--- src/rtl/dna_port_reader_if.sv ---
// Bundle of request/status signals and the DNA_PORT pins for dna_port_reader.
// The slave modport is the reader itself; the master modport is the surrounding logic.
interface dna_port_reader_if #(
    parameter int DNA_WIDTH = 57
);
    logic                 rd_req;
    logic                 dna_dout;
    logic                 dna_clk;
    logic                 dna_read;
    logic                 dna_shift;
    logic [DNA_WIDTH-1:0] dna_id;
    logic                 dna_rdy;
    logic                 dna_busy;
    logic                 dna_err;

    modport master (
        output rd_req, dna_dout,
        input  dna_clk, dna_read, dna_shift, dna_id, dna_rdy, dna_busy, dna_err
    );

    modport slave (
        input  rd_req, dna_dout,
        output dna_clk, dna_read, dna_shift, dna_id, dna_rdy, dna_busy, dna_err
    );
endinterface

--- src/rtl/dna_port_reader.sv ---
// Sequences the 7-series DNA_PORT (DCLK/READ/SHIFT) and captures the device DNA.
// Optional macro DNA_DOUBLE_READ_EN: two passes per request, up to 3 attempts on mismatch.
//
// state | meaning
// IDLE  | waiting for auto-start after reset or for rd_req
// LOAD  | READ high; one DCLK rising edge loads the DNA_PORT shift register
// SHIFT | SHIFT high; one DOUT sample taken just before each DCLK rising edge
// DONE  | publish dna_id, raise dna_rdy, drop dna_busy, park DCLK low
module dna_port_reader #(
    parameter int CLK_DIV    = 2,
    parameter int DNA_WIDTH  = 57,
    parameter bit AUTO_START = 1'b1
) (
    input  logic              sys_clk,
    input  logic              sys_nrst,
    dna_port_reader_if.slave  port_io
);
    localparam logic [7:0] DIV_LAST = 8'(CLK_DIV - 1);
    localparam int         BW       = $clog2(DNA_WIDTH + 1);

    typedef enum logic [1:0] {IDLE, LOAD, SHIFT, DONE} state_t;

    state_t               state_q;
    logic [7:0]           div_cnt_q;
    logic [BW-1:0]        bit_cnt_q;
    logic [DNA_WIDTH-1:0] sreg_q;
    logic [DNA_WIDTH-1:0] id_q;
    logic                 dna_clk_q;
    logic                 dna_read_q;
    logic                 dna_shift_q;
    logic                 rdy_q;
    logic                 busy_q;
    logic                 auto_done_q;
`ifdef DNA_DOUBLE_READ_EN
    logic [DNA_WIDTH-1:0] cmp_q;
    logic                 pass_q;
    logic [1:0]           attempt_q;
    logic                 err_q;
`endif

    logic wrap;
    logic rise_evt;
    logic fall_evt;

    assign wrap     = busy_q && (div_cnt_q == DIV_LAST);
    assign rise_evt = wrap && !dna_clk_q;
    assign fall_evt = wrap &&  dna_clk_q;

    // READ/SHIFT only switch on a DCLK falling edge, so they are settled long before the next rise.
    always_ff @(posedge sys_clk or negedge sys_nrst) begin
        if (!sys_nrst) begin
            state_q     <= IDLE;
            div_cnt_q   <= '0;
            bit_cnt_q   <= '0;
            sreg_q      <= '0;
            id_q        <= '0;
            dna_clk_q   <= 1'b0;
            dna_read_q  <= 1'b0;
            dna_shift_q <= 1'b0;
            rdy_q       <= 1'b0;
            busy_q      <= 1'b0;
            auto_done_q <= 1'b0;
`ifdef DNA_DOUBLE_READ_EN
            cmp_q       <= '0;
            pass_q      <= 1'b0;
            attempt_q   <= '0;
            err_q       <= 1'b0;
`endif
        end else begin
            if (busy_q) begin
                if (wrap) begin
                    div_cnt_q <= '0;
                    dna_clk_q <= !dna_clk_q;
                end else begin
                    div_cnt_q <= div_cnt_q + 8'd1;
                end
            end

            case (state_q)
                IDLE: begin
                    if (port_io.rd_req || (AUTO_START && !auto_done_q)) begin
                        auto_done_q <= 1'b1;
                        state_q     <= LOAD;
                        busy_q      <= 1'b1;
                        rdy_q       <= 1'b0;
                        dna_read_q  <= 1'b1;
                        bit_cnt_q   <= '0;
`ifdef DNA_DOUBLE_READ_EN
                        pass_q      <= 1'b0;
                        attempt_q   <= '0;
                        err_q       <= 1'b0;
`endif
                    end
                end
                LOAD: begin
                    if (fall_evt) begin
                        state_q     <= SHIFT;
                        dna_read_q  <= 1'b0;
                        dna_shift_q <= 1'b1;
                    end
                end
                SHIFT: begin
                    if (rise_evt) begin
                        sreg_q    <= {sreg_q[DNA_WIDTH-2:0], port_io.dna_dout};
                        bit_cnt_q <= bit_cnt_q + BW'(1);
                    end
                    // The edge after the last sample is let through; the pass ends on its fall.
                    if (fall_evt && (bit_cnt_q == BW'(DNA_WIDTH))) begin
`ifdef DNA_DOUBLE_READ_EN
                        if (!pass_q) begin
                            cmp_q       <= sreg_q;
                            pass_q      <= 1'b1;
                            state_q     <= LOAD;
                            dna_read_q  <= 1'b1;
                            dna_shift_q <= 1'b0;
                            bit_cnt_q   <= '0;
                        end else if (sreg_q == cmp_q) begin
                            state_q <= DONE;
                        end else if (attempt_q == 2'd2) begin
                            state_q     <= IDLE;
                            busy_q      <= 1'b0;
                            err_q       <= 1'b1;
                            id_q        <= '0;
                            dna_shift_q <= 1'b0;
                            dna_clk_q   <= 1'b0;
                            div_cnt_q   <= '0;
                        end else begin
                            attempt_q   <= attempt_q + 2'd1;
                            pass_q      <= 1'b0;
                            state_q     <= LOAD;
                            dna_read_q  <= 1'b1;
                            dna_shift_q <= 1'b0;
                            bit_cnt_q   <= '0;
                        end
`else
                        state_q <= DONE;
`endif
                    end
                end
                DONE: begin
                    id_q        <= sreg_q;
                    rdy_q       <= 1'b1;
                    busy_q      <= 1'b0;
                    dna_shift_q <= 1'b0;
                    dna_clk_q   <= 1'b0;
                    div_cnt_q   <= '0;
                    state_q     <= IDLE;
                end
                default: state_q <= IDLE;
            endcase
        end
    end

    assign port_io.dna_clk   = dna_clk_q;
    assign port_io.dna_read  = dna_read_q;
    assign port_io.dna_shift = dna_shift_q;
    assign port_io.dna_id    = id_q;
    assign port_io.dna_rdy   = rdy_q;
    assign port_io.dna_busy  = busy_q;
`ifdef DNA_DOUBLE_READ_EN
    assign port_io.dna_err   = err_q;
`else
    assign port_io.dna_err   = 1'b0;
`endif
endmodule

--- src/flat_wrapper.sv ---
// flat-port wrapper written by rule: the top's interface ports become plain ports
module dna_port_reader_flat 
#(
    parameter int CLK_DIV    = 2,
    parameter int DNA_WIDTH  = 57,
    parameter bit AUTO_START = 1'b1
)
  (sys_clk, sys_nrst, port_io_rd_req, port_io_dna_dout, port_io_dna_clk, port_io_dna_read, port_io_dna_shift, port_io_dna_id, port_io_dna_rdy, port_io_dna_busy, port_io_dna_err);
  dna_port_reader_if #(.DNA_WIDTH(DNA_WIDTH)) port_io_i ();
  input  logic sys_clk;
  input  logic sys_nrst;
  input wire logic [$bits(port_io_i.rd_req)-1:0] port_io_rd_req;
  input wire logic [$bits(port_io_i.dna_dout)-1:0] port_io_dna_dout;
  output wire logic [$bits(port_io_i.dna_clk)-1:0] port_io_dna_clk;
  output wire logic [$bits(port_io_i.dna_read)-1:0] port_io_dna_read;
  output wire logic [$bits(port_io_i.dna_shift)-1:0] port_io_dna_shift;
  output wire logic [$bits(port_io_i.dna_id)-1:0] port_io_dna_id;
  output wire logic [$bits(port_io_i.dna_rdy)-1:0] port_io_dna_rdy;
  output wire logic [$bits(port_io_i.dna_busy)-1:0] port_io_dna_busy;
  output wire logic [$bits(port_io_i.dna_err)-1:0] port_io_dna_err;
  assign port_io_i.rd_req = port_io_rd_req;
  assign port_io_i.dna_dout = port_io_dna_dout;
  assign port_io_dna_clk = port_io_i.dna_clk;
  assign port_io_dna_read = port_io_i.dna_read;
  assign port_io_dna_shift = port_io_i.dna_shift;
  assign port_io_dna_id = port_io_i.dna_id;
  assign port_io_dna_rdy = port_io_i.dna_rdy;
  assign port_io_dna_busy = port_io_i.dna_busy;
  assign port_io_dna_err = port_io_i.dna_err;
  dna_port_reader #(.CLK_DIV(CLK_DIV), .DNA_WIDTH(DNA_WIDTH), .AUTO_START(AUTO_START)) u_core (.sys_clk(sys_clk), .sys_nrst(sys_nrst), .port_io(port_io_i));
endmodule
--- config.mk ---
export PLATFORM = sky130hd
export DESIGN_NAME = dna_port_reader_flat
export DESIGN_NICKNAME = d
export VERILOG_FILES = /design/src/rtl/dna_port_reader_if.sv /design/src/rtl/dna_port_reader.sv /design/src/flat_wrapper.sv
export SDC_FILE = /design/constraint.sdc
export NUM_CORES = 1
export LEC_CHECK = 0
export CORE_UTILIZATION = 45
export DETAILED_ROUTE_END_ITERATION = 10
export PLACE_DENSITY_LB_ADDON = 0.08
export SETUP_SLACK_MARGIN = 0.2
export SKIP_LAST_GASP = 1
export SYNTH_ARGS = -nofsm -noshare
export SYNTH_HDL_FRONTEND = slang
export SYNTH_SLANG_ARGS = --single-unit
--- constraint.sdc ---
create_clock -name sys_clk -period 3 [get_ports sys_clk]
set_input_delay 0.6 -clock sys_clk [delete_from_list [all_inputs] [get_ports sys_clk]]
set_output_delay 0.6 -clock sys_clk [all_outputs]
set_load 0.1 [all_outputs]
=== Word level (Yosys, flattened, before mapping) ===
Index checks and enable logic that the tools add are counted.

* Output and inout port bits: 63
* Input bits: 4
* Logic and storage cells: 65
* Register bits after elaboration: 136

* Add/subtract/negate cells: 2
* Eq/ne operators: 9
* Mux-type cells: 21
* Reductions and logical operators: 22

{| class="wikitable"
|+ Operator list
! operator !! number
|-
| 8-bit 2-to-1 mux || 3
|-
| 6-bit 2-to-1 mux || 2
|-
| 6-bit case mux with 2 select lines || 1
|-
| 2-bit nonzero test || 6
|-
| 2-bit AND reduction || 5
|-
| 3-bit AND reduction || 3
|-
| 8-bit by 1-bit adder with 8-bit output, second input constant || 1
|-
| 8-bit by 1-bit equality test with 1-bit output, second input constant || 1
|-
| 2-bit by 1-bit != test with 1-bit output, second input constant || 4
|-
| 1-bit case mux with 2 select lines || 4
|-
| 2-bit case mux with 4 select lines || 1
|-
| 1-bit 2-to-1 mux || 7
|-
| 6-bit by 1-bit adder with 6-bit output, second input constant || 1
|-
| 6-bit equality test, second input constant || 1
|-
| 2-bit 2-to-1 mux || 3
|-
| 2-bit equality test, second input constant || 2
|-
| 1-bit logical AND || 4
|-
| 2-bit by 1-bit equality test with 1-bit output, second input constant || 1
|-
| 1-bit logical NOT || 2
|-
| 2-bit logical NOT || 1
|-
| 1-bit logical OR || 1
|}

=== Longest topological paths before layout ===
Gate-level depths: netlist of the first run.

* Word-level depth: 6
* Gate-level depth with buffers: 8
* Gate-level depth less buffers: 6

=== Worst setup path after synthesis of the first run ===
No wires, ideal clock.

* Path kind: register to register
* From: reg u_core.busy_q, in the netlist u_core.port_io.dna_busy
* To: reg u_core.state_q[1]
* Data required time: 2.875 ns
* Stages on the path, launching flop included: 6
* Period minus slack after synthesis: 2.843 ns
* Setup slack: 0.157 ns
* Buffers on the path: 1
* Arrival: 2.718 ns
* Library setup time: 0.125 ns
* Cell sequence: dfrtp_1 buf_2 nor4bb_1 a31oi_1 a211oi_1 mux2_2

* Longest elaborated chain between the ends: 5
* Elaborated cells on any way between the ends: 6
* Classes of those cells: 2 x eq/ne; 4 x reduce/logical

{| class="wikitable"
|+ Ends and longest elaborated chain
! what !! RTL line !! RTL
|-
| start: declaration || dna_port_reader.sv:32 || <nowiki>logic busy_q;</nowiki>
|-
| start signal: assignment || dna_port_reader.sv:61 || <nowiki>busy_q <= 1'b0;</nowiki>
|-
| start signal: assignment || dna_port_reader.sv:84 || <nowiki>busy_q <= 1'b1;</nowiki>
|-
| start signal: assignment || dna_port_reader.sv:143 || <nowiki>busy_q <= 1'b0;</nowiki>
|-
| 1-bit logical AND * || dna_port_reader.sv:45 || <nowiki>assign wrap = busy_q && (div_cnt_q == DIV_LAST);</nowiki>
|-
| 1-bit logical AND * || dna_port_reader.sv:47 || <nowiki>assign fall_evt = wrap && dna_clk_q;</nowiki>
|-
| 1-bit logical AND || dna_port_reader.sv:108 || <nowiki>if (fall_evt && (bit_cnt_q == BW'(DNA_WIDTH))) begin</nowiki>
|-
| 2-bit by 1-bit != test with 1-bit output (no line) || - ||
|-
| 3-bit AND reduction (no line) * || - ||
|-
| end signal: assignment || dna_port_reader.sv:52 || <nowiki>state_q <= IDLE;</nowiki>
|-
| end signal: assignment || dna_port_reader.sv:97 || <nowiki>state_q <= SHIFT;</nowiki>
|-
| end signal: assignment || dna_port_reader.sv:136 || <nowiki>state_q <= DONE;</nowiki>
|-
| end: declaration || dna_port_reader.sv:23 || <nowiki>state_t state_q;</nowiki>
|}

Mark *: on every way between the ends. The rest lies on a longest branch, timed or not.
A chain may end at the register's enable or synchronous reset.

=== Worst setup path in the final report of the first run ===
* From: reg u_core.div_cnt_q[4]
* To: reg u_core.bit_cnt_q[1]

* Longest elaborated chain between the ends: 5

{| class="wikitable"
|+ Ends and longest elaborated chain
! what !! RTL line !! RTL
|-
| start: declaration || dna_port_reader.sv:24 || <nowiki>logic [7:0] div_cnt_q;</nowiki>
|-
| start signal: assignment || dna_port_reader.sv:75 || <nowiki>div_cnt_q <= div_cnt_q + 8'd1;</nowiki>
|-
| 8-bit by 1-bit equality test with 1-bit output || dna_port_reader.sv:45 ||
|-
| 1-bit logical AND || dna_port_reader.sv:45 ||
|-
| 1-bit logical AND || dna_port_reader.sv:46 || <nowiki>assign rise_evt = wrap && !dna_clk_q;</nowiki>
|-
| 2-bit by 1-bit != test with 1-bit output (no line) || - ||
|-
| 3-bit AND reduction (no line) || - ||
|-
| end signal: assignment || dna_port_reader.sv:105 || <nowiki>bit_cnt_q <= bit_cnt_q + BW'(1);</nowiki>
|-
| end: declaration || dna_port_reader.sv:25 || <nowiki>logic [BW-1:0] bit_cnt_q;</nowiki>
|}

No other way between the ends.

==> metrics.txt, run 1 <==
status=finished with violations; violated checks=design-rule violations; hold slack=0.0920 ns; worst min-delay path category=input pin to async pin; NumNets Final=569; port bufs=65; slowest CP cell=or3_2; Slew @ Worst Pin=0.527 ns; root buf cell=clkbuf_16; number of synthesized flops with an enable pin=0; syn avg cell area=11.2 um^2; Boundary Pins=67; Data required, critical path=3.35 ns; CP delay by family, top=simple AND/OR/NAND/NOR gates; Clock Skew=0.00484 ns; post-synth top area share=0.625; Die ar.=12,500 um^2; Placed Cells=681; Post-Layout Cell Count=between 700 and 800; Yosys cell types=37; Post-CTS Repair Setup Buffers=0; cts bufs inserted=17; Resize count post-CTS=0; Worst EP arrival=approximately 2.8 ns; Worst-path clk slew=0.06 ns; number of global-route vias before repair=3,639; first-pass GRT wire length=17,700 um; Leakage=3.57 nW; Detailed Route Iter0 Violations=174; drt total wl=10,200 um; setup TNS after final layout=0 ns; Fmax=406 MHz; total power=0.00387 W; residual DRC count=3; Die H=112 um; Tmin final=2.46 ns; Clock Latency Late Sink=0.41 ns; Final Hold Viols=0; DRT Pass-1 Iters=8; largest net degree at the start of global routing=56; syn nets=498; CTS sink cnt=136; simple-gate share of the synthesized area=0.159; Synth area leader=dfrtp_1; Core Box Area=~12,000 um^2; # fillers=1,013; dominant synthesized flop cell=dfrtp_1; Max Root-Sink Buffers=2; Synth top cells by count=179 x nand2_1, 136 x dfrtp_1, 58 x mux2_2; Worst VDD drop=0.512 mV; cell area power density=579 nW/um^2; count leader, synth=nand2_1; Synth area leaders=dfrtp_1 63%, nand2_1 12%, mux2_2 12%; post-synthesis register bit count=136; Post-Synth XOR/XNOR Area=0.0113; vias=3,607; Synth Area in Compound Gates=0.0349; post-synthesis mux area share=0.127; asr flop ratio synth=1.00; Critical Path End Type=flip-flop; Total GRT Usage=0.180; initial antenna violation count=0; critical path type=flip-flop to flip-flop; Max Cap Viol=0; Post-Syn Area=5450 um^2; row count=39; ANT cells=0; largest family of logic cells by synthesized area=simple AND/OR/NAND/NOR gates; H-tree depth=4; Post-Synth Adder-Cell Area=0.0184; worst reg2reg setup slack=0.54 ns; CP Launch Type=flip-flop; Starting Density=0.469; Die Width=112 um; fraction of layout instances using a drive strength above 1=0.293; Cells after Synth=between 400 and 500; period utilization=0.820; vias per cell=5.06; GRT Residual Overflow=0; RePlAce Congestion=0.746; wire per inst=14.2 um; post-synthesis sequential area ratio=0.625; Routed Antenna Nets=0; area grow syn2layout=22.7%; fin. max-slew vios=0; Sequential Area=3400 um^2; relative slew slack=0.649; critical path's largest stage delay=0.67 ns; RSZ-0062 raised after global routing=false; worst-path cell chain=or4_4 -> or3_2 -> buf_4 -> nor3_1 -> a21o_1; hold_buf cts=0; CTS tree=yes; Critical Path Fanout Max=45; # setup viols final=0; synth warn=0; Buf/Inv on CP=1; Multi-input gate area=1920 um^2; Final HPWL DP=6320 um
## routing by layer
metal,routed length [um],global-route usage,vias to the layer above
met2,4700,0.278,56
met4,127,0.0613,0
met3,381,0.0572,12
li1,-,-,1753
met5,0,0,-
met1,4950,0.241,1786
## stage by stage
step | utilization | worst slack [ns] | cell area, um^2
2_1_floorplan | - | 0.445 | 5450
3_3_place_gp | 0.527 | 0.614 | 6120
3_5_place_dp | 0.527 | 0.560 | 6120
4_1_cts | 0.576 | 0.542 | 6680
5_1_grt | 0.576 | 0.421 | 6680
6_report | 0.576 | 0.540 | 6680
## kinds of logic after synthesis
logic type	Yosys count
simple gates	213
flops	136
xor+xnor	7
compound gates	28
other cells	1
buf+inv	31
fa+ha+maj	8
mux	62
## power breakdown
part           internal, W  switching, W   total, W
clock network      0.00122      0.000742    0.00197
logic            0.0000104     0.0000454  0.0000558
registers          0.00184    0.00000603    0.00185
## state kept, by name (all words and copies together), names as in the netlist
name	cells
u_core.auto_done_q	1
u_core.bit_cnt_q	6
u_core.div_cnt_q	8
u_core.port_io.dna_busy	1
u_core.port_io.dna_clk	1
u_core.port_io.dna_id	57
u_core.port_io.dna_rdy	1
u_core.port_io.dna_read	1
u_core.port_io.dna_shift	1
u_core.sreg_q	57
u_core.state_q	2
## layout make-up
class	instances	area share
inverters	8	0.00449
multi-input cells	319	0.288
clock inverters	7	0.00992
well taps	143	0.0268
clock buffers	25	0.0741
flip-flops and latches	136	0.509
repair buffers	75	0.0874
## placed cells by master (no fill, tap or decap), types with 2 or more instances in the layout
master and n:
o211ai_1 2, a21o_1 3, buf_4 71, ha_1 7, clkbuf_8 4, clkdlybuf4s50_1 2, a21oi_1 6, nor2_1 13
o31ai_1 2, mux2_2 58, nor3_1 5, xnor2_1 3, o2bb2ai_1 2, dfrtp_1 135, o2111ai_1 2, nand3_1 3
or4_1 2, nand2_1 179, clkbuf_1 4, o21ai_0 4, clkinv_2 4, inv_1 8, a31oi_1 4, xor2_1 4
mux2i_1 4, clkbuf_16 17
## path summary, 6_finish.rpt
path,cells past startpoint,end,start
max in group asynchronous,2,u_core.sreg_q[42],sys_nrst
setup reg to reg,5,u_core.bit_cnt_q[1],u_core.div_cnt_q[4]
hold / removal,1,u_core.port_io.dna_clk,sys_nrst
hold reg to reg,2,u_core.sreg_q[56],u_core.sreg_q[56]
min in group sys_clk,2,u_core.sreg_q[56],u_core.sreg_q[56]
setup / recovery,5,u_core.bit_cnt_q[1],u_core.div_cnt_q[4]
Note: power is estimated with default switching activity, not from simulation.
==> inputs of run 2 (changes only) <==
clock period = 2 ns   (was 3 ns; I/O delays follow)
==> run 2 against run 1 <==
Effect of this change:
- the run ends with design-rule violations, negative setup slack left
- routed wire length up 14%
- die area unchanged
- count of clock-buffer cells in the layout down 5
- total power up 62%
- critical endpoint is now u_core.state_q[1]
- maximum frequency up 20%
- critical path depth down 1
==> metrics.txt, run 2 (same netlist as run 1, synthesis figures left out) <==
Fmax=between 400 and 500 MHz; Post-Layout Cell Count=751; row count=39; RePlAce Congestion=about 0.82; area grow syn2layout=36.4%; ANT cells=0; number of global-route vias before repair=3,956; Placed Cells=702; # setup viols final=18; # fillers=911; setup TNS after final layout=-0.212 ns; worst hold path cell count=1; vias=3,816; largest net degree at the start of global routing=48; cell area power density=845 nW/um^2; Clock power frac=0.543; Core Box Area=11,600 um^2; Sw Pwr=between 0.001 and 0.0015 W; first-pass GRT wire length=a little under 20,000 um; Final HPWL DP=7120 um; Data required, critical path=2.30 ns; Clock Skew=0.00964 ns; Worst VDD drop=0.741 mV; Routed Antenna Nets=0; RSZ-0062 raised after global routing=true; wire per inst=15.4 um; residual DRC count=3; initial antenna violation count=0; Boundary Pins=between 60 and 70; final core occ=0.640; M1 wire length=5360 um; vias per cell=~5.1; Max Cap Viol=0; Max Root-Sink Buffers=2; CTS sink cnt=136; Detailed Route Iter0 Violations=between 150 and 200; fin. max-slew vios=0; met3 WL=between 500 and 600 um; Clock Latency Late Sink=0.42 ns; Worst EP arrival=2.35 ns; Internal=0.00503 W; Die H=~110 um; worst reg2reg setup slack=-0.06 ns; Total GRT Usage=0.203; commonest cells after routing, fill and taps aside=163 x nand2_1, 134 x dfrtp_1, 86 x buf_4, 57 x mux2_2, 17 x clkbuf_16; metal2 WL=5540 um; Critical Path Fanout Max=3; NumNets Final=607; hold path start=u_core.auto_done_q; cts bufs inserted=17; port bufs=65; WHS Endpoint=u_core.auto_done_q; Reg2Reg Depth=4; RR Endpoint=u_core.state_q[1]; critical path type=flip-flop to flip-flop; Starting Density=0.469; period utilization=1.03; GRT Residual Overflow=0; Die ar.=12,500 um^2; Final Hold Viols=0; commonest non-fill, non-tap cell in the layout=nand2_1; pre-CTS WS=-0.0926 ns; Final WS setup=-0.0568 ns; design area=7430 um^2; switching share of power=0.199; status=finished with violations; Leakage=3.93 nW; worst min-delay path category=flip-flop to flip-flop; Logic pwr share=0.015; top sig layer=met4; Tmin final=2.06 ns; drt total wl=11,600 um; reg2reg start=u_core.div_cnt_q[3]; fraction of layout instances using a drive strength above 1=0.382; H-tree depth=4; root buf cell=clkbuf_16; CP Launch Type=flip-flop; Critical Path End Type=flip-flop; placed instance area=6400 um^2; sequential share of power=0.442; violated checks=design-rule violations, negative setup slack; Worst-path clk slew=0.05 ns; Die Width=112 um; CTS tree=yes; DRT Pass-1 Iters=7
-- run 2: layer usage --
| layer | vias to the layer above | GRT usage |
|---|---|---|
| met4 | 0 | 0.0898 |
| met3 | 12 | 0.0610 |
| met5 | - | 0 |
| met1 | 1908 | 0.270 |
| li1 | 1824 | - |
| met2 | 72 | 0.310 |
-- run 2: power groups by stage --
stage / registers (W) / clock network, W / logic, W
3_3_place_gp: 0.00282 / 0 / 0.0000942
4_1_cts: 0.00277 / 0.00347 / 0.0000987
2_1_floorplan: 0.00282 / 0 / 0.0000197
3_5_place_dp: 0.00282 / 0 / 0.0000972
6_report: 0.00277 / 0.00341 / 0.0000961
5_1_grt: 0.00277 / 0.00360 / 0.000112
-- run 2: cell type report --
type	instances	area, um^2	share of cell area
sequential	136	3410	0.459
multi-input combinational	319	2080	0.280
timing repair buffer	113	1090	0.147
clock buffer	20	447	0.0601
clock inverter	12	196	0.0264
tap	143	179	0.0241
inverter	8	30.0	0.00404
-- run 2: what timing repair did --
action,4_1_cts,5_1_grt
setup buffers,9,3
gates resized for setup,19,27
gates cloned,4,0
endpoints found under the hold margin,44,0
hold buffers,1,0
pin swaps,3,31
setup endpoints to repair,65,65
-- run 2: worst max-delay path, cell delays in order (launching register included) --
cell and delay, ns:
dfrtp_1 0.37, or4_4 0.55, or4_4 0.44, a211oi_4 0.26, mux2_4 0.32
-- run 2: through the flow --
stage | power [W] | hold slack (ns)
after floorplan | 0.00284 | 0.104
after global placement | 0.00292 | 0.376
after CTS | 0.00635 | 0.476
after detailed placement | 0.00292 | 0.384
final | 0.00628 | 0.482
after global routing | 0.00649 | 0.494
-- run 2: worst max path at each step --
stage	startpoint	end	depth (start not counted)
floorplan	u_core.port_io.dna_busy	u_core.state_q[1]	5
global placement	u_core.div_cnt_q[4]	u_core.state_q[1]	4
detailed placement	u_core.div_cnt_q[4]	u_core.bit_cnt_q[5]	5
CTS	u_core.div_cnt_q[4]	u_core.state_q[1]	4
global route	u_core.div_cnt_q[3]	u_core.state_q[1]	4
finish	u_core.div_cnt_q[3]	u_core.state_q[1]	4
